<file path="src/rtl/div_radix2.sv">
// div_radix2: multi-cycle radix-2 restoring divider for MIPS DIV/DIVU.
// One quotient bit per cycle on operand magnitudes. Signs are re-applied
// when the result is loaded. A zero divisor finishes immediately with a zero result.
module div_radix2 #(
   parameter int WIDTH = 32
) (
   input  logic               i_clk,
   input  logic               i_rst,
   input  logic [WIDTH-1:0]   i_a,
   input  logic [WIDTH-1:0]   i_b,
   input  logic               i_start,
   input  logic               i_signed_div,
   input  logic               i_annul,
   output logic               o_stall,
   output logic               o_ready,
   output logic [2*WIDTH-1:0] o_result
);

   localparam int               CW       = $clog2(WIDTH);
   localparam logic [CW-1:0]    CNT_ZERO = CW'(0);
   localparam logic [CW-1:0]    CNT_ONE  = CW'(1);
   localparam logic [CW-1:0]    CNT_LAST = CW'(WIDTH - 1);
   localparam logic [WIDTH-1:0] ZERO_W   = {WIDTH{1'b0}};

   typedef enum logic [1:0] {
      S_IDLE = 2'd0,
      S_ON   = 2'd1,
      S_DONE = 2'd2
   } state_t;

   // Two's-complement negate when requested; used for magnitudes and sign fix-up.
   function automatic logic [WIDTH-1:0] f_neg_if(input logic [WIDTH-1:0] val,
                                                 input logic             neg);
      logic [WIDTH-1:0] res;
      if (neg) begin
         res = ZERO_W - val;
      end else begin
         res = val;
      end
      return res;
   endfunction

   state_t             r_state;
   state_t             w_state_nxt;
   logic [CW-1:0]      r_cnt;
   logic [CW-1:0]      w_cnt_nxt;
   // Only the low WIDTH bits of the partial remainder are stored. After every
   // restoring step the remainder is below the divisor, so the top bit is always 0.
   logic [WIDTH-1:0]   r_rem;
   logic [WIDTH-1:0]   w_rem_nxt;
   logic [WIDTH-1:0]   r_quo;
   logic [WIDTH-1:0]   w_quo_nxt;
   logic [WIDTH-1:0]   r_dvs;
   logic [WIDTH-1:0]   w_dvs_nxt;
   logic               r_neg_q;
   logic               w_neg_q_nxt;
   logic               r_neg_r;
   logic               w_neg_r_nxt;
   logic [2*WIDTH-1:0] r_result;
   logic [2*WIDTH-1:0] w_result_nxt;
   logic               r_ready;
   logic               w_ready_nxt;

   logic               w_sign_a;
   logic               w_sign_b;
   logic [WIDTH:0]     w_rem_shift;
   logic [WIDTH:0]     w_trial;
   logic [WIDTH-1:0]   w_rem_step;
   logic [WIDTH-1:0]   w_quo_step;

   assign w_sign_a = i_signed_div & i_a[WIDTH-1];
   assign w_sign_b = i_signed_div & i_b[WIDTH-1];

   // The ALU is held while a requested division is not yet finished, unless it is being flushed.
   assign o_stall  = i_start & ~r_ready & ~i_annul;
   assign o_ready  = r_ready;
   assign o_result = r_result;

   // Restoring step: shift in the next dividend bit and keep the trial subtraction when it is non-negative.
   always_comb begin
      w_rem_shift = {r_rem, r_quo[WIDTH-1]};
      w_trial     = w_rem_shift - {1'b0, r_dvs};
      w_quo_step  = {r_quo[WIDTH-2:0], ~w_trial[WIDTH]};
      if (w_trial[WIDTH]) begin
         w_rem_step = w_rem_shift[WIDTH-1:0];
      end else begin
         w_rem_step = w_trial[WIDTH-1:0];
      end
   end

   // Next-state and datapath-load decode. Annul overrides every state.
   always_comb begin
      w_state_nxt  = r_state;
      w_cnt_nxt    = r_cnt;
      w_rem_nxt    = r_rem;
      w_quo_nxt    = r_quo;
      w_dvs_nxt    = r_dvs;
      w_neg_q_nxt  = r_neg_q;
      w_neg_r_nxt  = r_neg_r;
      w_result_nxt = r_result;
      w_ready_nxt  = 1'b0;

      if (i_annul) begin
         w_state_nxt = S_IDLE;
      end else begin
         case (r_state)
            S_IDLE: begin
               if (i_start) begin
                  w_quo_nxt   = f_neg_if(i_a, w_sign_a);
                  w_dvs_nxt   = f_neg_if(i_b, w_sign_b);
                  w_neg_r_nxt = w_sign_a;
                  w_neg_q_nxt = w_sign_a ^ w_sign_b;
                  w_cnt_nxt   = CNT_ZERO;
                  w_rem_nxt   = ZERO_W;
                  if (i_b == ZERO_W) begin
                     w_state_nxt  = S_DONE;
                     w_ready_nxt  = 1'b1;
                     w_result_nxt = {2*WIDTH{1'b0}};
                  end else begin
                     w_state_nxt = S_ON;
                  end
               end else begin
                  w_state_nxt = S_IDLE;
               end
            end
            S_ON: begin
               w_rem_nxt = w_rem_step;
               w_quo_nxt = w_quo_step;
               w_cnt_nxt = r_cnt + CNT_ONE;
               if (r_cnt == CNT_LAST) begin
                  w_state_nxt  = S_DONE;
                  w_ready_nxt  = 1'b1;
                  w_result_nxt = {f_neg_if(w_rem_step, r_neg_r),
                                  f_neg_if(w_quo_step, r_neg_q)};
               end else begin
                  w_state_nxt = S_ON;
               end
            end
            S_DONE: begin
               w_state_nxt = S_IDLE;
            end
            default: begin
               w_state_nxt = S_IDLE;
            end
         endcase
      end
   end

   // State and datapath registers. A synchronous reset clears everything, including the held result.
   always_ff @(posedge i_clk) begin
      if (i_rst) begin
         r_state  <= S_IDLE;
         r_cnt    <= CNT_ZERO;
         r_rem    <= ZERO_W;
         r_quo    <= ZERO_W;
         r_dvs    <= ZERO_W;
         r_neg_q  <= 1'b0;
         r_neg_r  <= 1'b0;
         r_result <= {2*WIDTH{1'b0}};
         r_ready  <= 1'b0;
      end else begin
         r_state  <= w_state_nxt;
         r_cnt    <= w_cnt_nxt;
         r_rem    <= w_rem_nxt;
         r_quo    <= w_quo_nxt;
         r_dvs    <= w_dvs_nxt;
         r_neg_q  <= w_neg_q_nxt;
         r_neg_r  <= w_neg_r_nxt;
         r_result <= w_result_nxt;
         r_ready  <= w_ready_nxt;
      end
   end

endmodule

</file>
<file path="config.mk">
export PLATFORM = sky130hd
export DESIGN_NAME = div_radix2
export DESIGN_NICKNAME = d
export VERILOG_FILES = /design/src/rtl/div_radix2.sv
export SDC_FILE = /design/constraint.sdc
export NUM_CORES = 1
export LEC_CHECK = 0
export CORE_MARGIN = 5
export CORE_UTILIZATION = 45
export CTS_CLUSTER_SIZE = 40
export DETAILED_ROUTE_END_ITERATION = 16
export GPL_TIMING_DRIVEN = 0
export PLACE_DENSITY = 0.71
export SLEW_MARGIN = 20
export SYNTH_ARGS = -nofsm -noshare
export SYNTH_HDL_FRONTEND = slang
export SYNTH_SLANG_ARGS = --single-unit
export TNS_END_PERCENT = 30
</file>
<file path="constraint.sdc">
create_clock -name i_clk -period 5 [get_ports i_clk]
set_input_delay 1.25 -clock i_clk [delete_from_list [all_inputs] [get_ports i_clk]]
set_output_delay 1.25 -clock i_clk [all_outputs]
set_load 0.005 [all_outputs]
</file>
==> results of run 1 <==
-- path summary, 6_finish.rpt --
| check | start | end | slack [ps] | depth (start not counted) |
|---|---|---|---|---|
| max | r_rem[17] | o_result[42] | 140 | 17 |
| min | o_result[57] | o_result[57] | 450 | 2 |
| max reg2reg | r_rem[17] | o_result[42] | 140 | 17 |
| min reg2reg | o_result[57] | o_result[57] | 450 | 2 |
-- layer usage --
metal	vias up	share of wire (%)
met5	-	0
met2	502	43
met3	93	8.9
li1	5716	-
met4	0	3.3
met1	5543	45
-- sequential cells by signal (all words and copies together) (netlist names) --
| name | count |
|---|---|
| o_result | 64 |
| r_dvs | 32 |
| r_quo | 32 |
| r_rem | 32 |
| r_cnt | 5 |
| r_state | 2 |
| r_neg_q | 1 |
| r_neg_r | 1 |
-- where the power goes --
| group | internal (mW) | switching [mW] |
|---|---|---|
| registers | 1.38 | 0.0416 |
| clock network | 0.738 | 0.685 |
| logic | 0.276 | 0.463 |
-- critical path: stages, from the launching register on --
cell,delay [ps]
dfxtp_1,510
ha_1,360
nand2_1,200
o21ai_0,230
a22o_1,300
or3_1,310
o211a_1,330
inv_2,340
clkbuf_4,350
nand2_1,70
o21ai_1,300
inv_1,100
ha_2,230
o21ai_0,310
o21ai_0,240
xnor2_1,360
a22oi_1,120
nor2_1,110
-- stage by stage --
stage                     hold slack (ps)  utilization [%]  instances  power (mW)  cell area (sq um)
after global routing                  471             55.1       2002        3.72              13700
final                                 454             55.1       2002        3.59              13700
after detailed placement              444             52.3       1971        2.17              13000
after floorplan                       425                -       1507        1.92              11300
after CTS                             458             54.9       2002        3.57              13700
after global placement                439             52.3       1971        2.16              13000
-- synthesized netlist by cell type, drive strengths merged, types with 5 or more instances --
master / n
a211oi: 43
a21boi: 15
a21o: 8
a21oi: 135
a22oi: 35
a311oi: 8
a31oi: 5
and2: 8
and3: 5
buf: 20
clkbuf: 69
dfxtp: 169
ha: 38
inv: 56
mux2i: 20
nand2: 115
nand2b: 6
nand3: 17
nand4: 10
nor2: 231
nor2b: 10
nor3: 48
nor3b: 5
nor4: 20
o211ai: 14
o21a: 8
o21ai: 121
o31ai: 19
o41ai: 20
or2: 5
or3: 26
or4: 7
xnor2: 67
xor2: 68
-- repair_timing --
action                                  in CTS  in global routing
pin swaps                                    0                  3
endpoints found under the setup margin      22                 36
gates cloned                                 0                  0
resized for setup                            5                 11
hold buffers                                 0                  0
buffers inserted                             0                  1
-- kinds of logic (layout without fill, tap and decap cells) --
kind of cell | Yosys count | after routing
XOR/XNOR | 135 | 135
AND/OR/NAND/NOR | 529 | 529
buffers and inverters | 145 | 310
multiplexers | 23 | 23
AO/OA/AOI/OAI | 467 | 467
adder cells (fa/ha/maj) | 39 | 39
flip-flops | 169 | 169
-- layout make-up --
type | count | area (sq um) | share of cell area [%]
multi-input cells | 1193 | 7370 | 53.7
flip-flops and latches | 169 | 3380 | 24.7
repair buffers | 135 | 1350 | 9.83
clock buffers | 17 | 425 | 3.10
well taps | 330 | 413 | 3.01
plain buffers | 87 | 360 | 2.63
clock inverters | 15 | 213 | 1.55
inverters | 56 | 210 | 1.53
==> impl_metrics.ini, run 1 <==
[sta]
setup_viol = 0
slew_headroom_pct = 33.6
fmax_ghz = 0.206
fin_crit_sh_pct = 97.2
hold_viol_final = 0
final-max-slew-violation-count = 0
fin_crit_ps = 4860
finalSetupTns_ps = 0
fin_ws_ps = 138
finClkSkew_ps = 19.8
worstMarginPinSlew_ps = 992
rsz0062_at_grt = no

[run_status]
outcome = complete, no violations

[synthesis]
ys_warn_count = 0
synth_fa_ha_area_share_pct = 4.40
synth.largest_area_cell = dfxtp_1
synth_compound_area_share_pct = 26.5
yosys-mux-area-fraction_pct = 2.08
syn_area_sq_um = 11300
yosysTopAreaCellShare_pct = 30.0
synth_edf_count = 0
synth.yosys.seq_area_share_pct = 30.0
synth_top_family_by_area = compound AO/OA/AOI/OAI gates
ys.flop_type = dfxtp_1
synthXorXnorAreaFrac_pct = 10.5
ys_seq_elements = 169
synthCells = 1507
synthArstFlopShare_pct = 0
synth.distinct_cells = 73
yosys.area_share.simple_pct = 21.5
synth_area_per_cell_sq_um = 7.48
synth_nets = 1615
yosys-top-cells-area = dfxtp_1, nor2_1, a21oi_1, xor2_1, xnor2_1

[floorplanning]
io_pins = 135
coreArea_sq_um = 24900
start_util_pct = 45.3
dieHeight_um = 168
fp.dieArea_sq_um = 28300
die_w_um = 168
num_rows = 58

[global_routing]
grt_overflow = 0
antenna_found_initial = 0
grt_max_degree = 21
grt_pass1_vias = 10800
met1_usage_pct = 36.8
grt_use_total_pct = 26.0
grtUsageMet2_pct = 39.3
top_usage_layer = met2
grt_pass1_wl_mm = 59.1
met3_usage_pct = 5.12

[power_and_ir_drop]
ir_drop_uv = 192
power_density_nw_per_um2 = 262
power.static_leakage_nw = 5.11

[cts]
path_clk_slew_ps = 70
cts.root.buffer_cell = clkbuf_16
clock-sinks = 169
cts_tree = yes
clk_latency_ps = 450
htreeDepth = 4
cts_buffers = 17
cts_buffer_depth = 2

[drt]
ant_nets = 0
vias = 11900
drt_iter0_drc = 1053
firstDrtPassIters = 8
post_drt_wl_per_cell_um = 19.1
finalWirelength_mm = 38.3
via_per_inst = 5.92
drc = 0

[placement]
port_buffers = 134
hpwlAfterDp_mm = 30.6
dp_slack_ps = -690
gp_congestion = 0.983

[run]
maxCapViolCount = 0

[worst_hold_path]
hold_path_class = reg2reg

[layout]
antenna_cells = 0
drive_above_1_share_pct = 4.61
num-nets-final = 1767
mostFrequentLayoutCell = nor2_1
syn2layout_area_growth_pct = 21.8
num-fill-cells = 2367
layout_common_cells = nor2_1, dfxtp_1, clkdlybuf4s50_1

[worst_setup_path]
cp-end-kind = flip-flop
start_kind = flip-flop
cp.arrival_ps = 5250
required_ps = 5380
worstSetupPathType = reg2reg
worstPathMaxFanout = 21
Power figures use the tool's default switching activity.
==> run 2, diff against run 1 <==
CORE_UTILIZATION = 30   (was 45)
PLACE_DENSITY = 0.52   (was 0.71)
==> impl_metrics.ini, run 2 (same netlist as run 1, synthesis figures left out) <==
[worst_setup_path]
cp_common_cell = o21ai_0
timing.rr.end = o_result[42]
worstPathMaxFanout = 21
cp.arrival_ps = 5160
crit_chain = ha_1, nand2_1, o21ai_0, a22o_1, or3_1, o211a_2, clkinv_2, clkbuf_4, o21ai_1, inv_1, ha_2, o21ai_0, o21ai_0, xnor2_1, a22oi_1, nor2_1
required_ps = 5380
critPathSlowestCell = o21ai_0
start_kind = flip-flop
r2r-start = r_rem[17]
rrSetupSlack_ps = 220
cp-end-kind = flip-flop
worst_r2r_path_depth = 16
worstSetupPathType = reg2reg
crit_path_max_incr_delay_ps = 490

[layout]
layout_common_cells = nor2_1, dfxtp_1, clkdlybuf4s50_1
largest_register_ffs = 64
syn2layout_area_growth_pct = 23.4
mostFrequentLayoutCell = nor2_1
antenna_cells = 0
num-nets-final = 1767
num-fill-cells = 3965
drive_above_1_share_pct = 4.84

[global_routing]
grt_pass1_wl_mm = 64.8
grt_pass1_vias = 11300
antenna_found_initial = 0
grt_overflow = 0
grt_use_total_pct = 19.9
grt_max_degree = 22

[power_and_ir_drop]
clock_power_share_pct = 37.6
power_frac_comb_pct = 21.6
power_density_nw_per_um2 = 251
ir_drop_uv = 165
internal_power_mw = 2.33
netSwitchingFraction_pct = 33.4
total_power_mw = 3.49
p_seq_share_pct = 40.8
power.static_leakage_nw = 5.07
net-switching-power_mw = 1.17

[floorplanning]
dieHeight_um = 204
coreArea_sq_um = 37400
io_pins = 135
start_util_pct = 30.1
die_w_um = 204
fp.dieArea_sq_um = 41500
num_rows = 71

[cts]
clock-sinks = 169
cts_buffer_depth = 2
cts_tree = yes
path_clk_slew_ps = 80
ctsHoldBuffers = 0
htreeDepth = 4
clk_latency_ps = 450
cts.root.buffer_cell = clkbuf_16
cts_buffers = 17

[sta]
fmax_ghz = 0.209
setup_viol = 0
hold_viol_final = 0
holdWs_ps = 449
fin_crit_ps = 4780
fin_crit_sh_pct = 95.6
final-max-slew-violation-count = 0
fin_ws_ps = 221
finClkSkew_ps = 14.2
worstMarginPinSlew_ps = 1090
slew_headroom_pct = 26.8

[drt]
vias = 11600
finalWirelength_mm = 42.0
drt_iter0_drc = 859
via_per_inst = 5.30
drc = 0
firstDrtPassIters = 5
ant_nets = 0
post_drt_wl_per_cell_um = 19.3

[placement]
hpwlAfterDp_mm = 34.2
gp_congestion = 0.895
dp_slack_ps = -734
port_buffers = 134

[run]
maxCapViolCount = 0

[worst_hold_path]
worstHoldEndpoint = o_result[52]
hold_path_class = reg2reg
hold_depth = 2
holdCritStartpoint = o_result[52]

[run_status]
outcome = complete, no violations
## run 2: area by class of cell
cell class	count	area [sq um]	area share (%)
Buffer	87	360	2.59
Multi-Input combinational cell	1193	7380	53.1
Clock buffer	17	425	3.06
Inverter	56	211	1.52
Sequential cell	169	3380	24.3
Clock inverter	15	149	1.07
Tap cell	511	639	4.60
Timing Repair Buffer	135	1350	9.70
## run 2: worst max-delay path by stage
stage                   start      endpoint  slack (ps)
floorplan           r_dvs[25]  o_result[26]         640
global placement    r_rem[17]  o_result[62]        -700
detailed placement  r_rem[17]  o_result[62]        -730
CTS                 r_quo[31]  o_result[62]           9
global route        r_dvs[22]  o_result[42]         -40
finish              r_rem[17]  o_result[42]         220
## run 2: critical path, delay by kind of cell (launching register included)
family	cells	cell delay, ps
xor gates and xnor gates	1	360
adders and majority gates	2	670
DFF	1	420
AOI/OAI and AO/OA	7	2090
buffers and inverters	3	760
and+or+nand+nor	3	400
## run 2: per-layer routing
metal,vias to the layer above,wire length (um),track usage [%]
met5,-,0,0
met4,0,804,4.96
met3,51,2290,3.36
met2,349,18800,31.6
met1,5463,20100,28.1
li1,5711,-,-
## run 2: metrics by stage
stage	std cells	instance area (sq um)	util, %	TNS [ps]
6_report	2183	13900	37.2	0
5_1_grt	2183	13900	37.2	-70.1
4_1_cts	2182	13800	37.0	0
3_5_place_dp	2152	13200	35.4	-14680
3_3_place_gp	2152	13200	35.4	-14090
2_1_floorplan	1507	11300	-	0
## run 2: repair_timing
| action | 4_1_cts | 5_1_grt |
|---|---|---|
| setup buffers | 0 | 1 |
| pin swaps | 0 | 3 |
| gates resized for setup | 5 | 17 |
| setup endpoints to repair | 22 | 52 |
## run 2: power groups by stage
stage | clock (mW) | combinational (mW) | sequential (mW)
5_1_grt | 1.40 | 0.830 | 1.43
2_1_floorplan | 0 | 0.480 | 1.44
3_5_place_dp | 0 | 0.734 | 1.46
4_1_cts | 1.33 | 0.738 | 1.42
3_3_place_gp | 0 | 0.732 | 1.45
6_report | 1.31 | 0.755 | 1.42
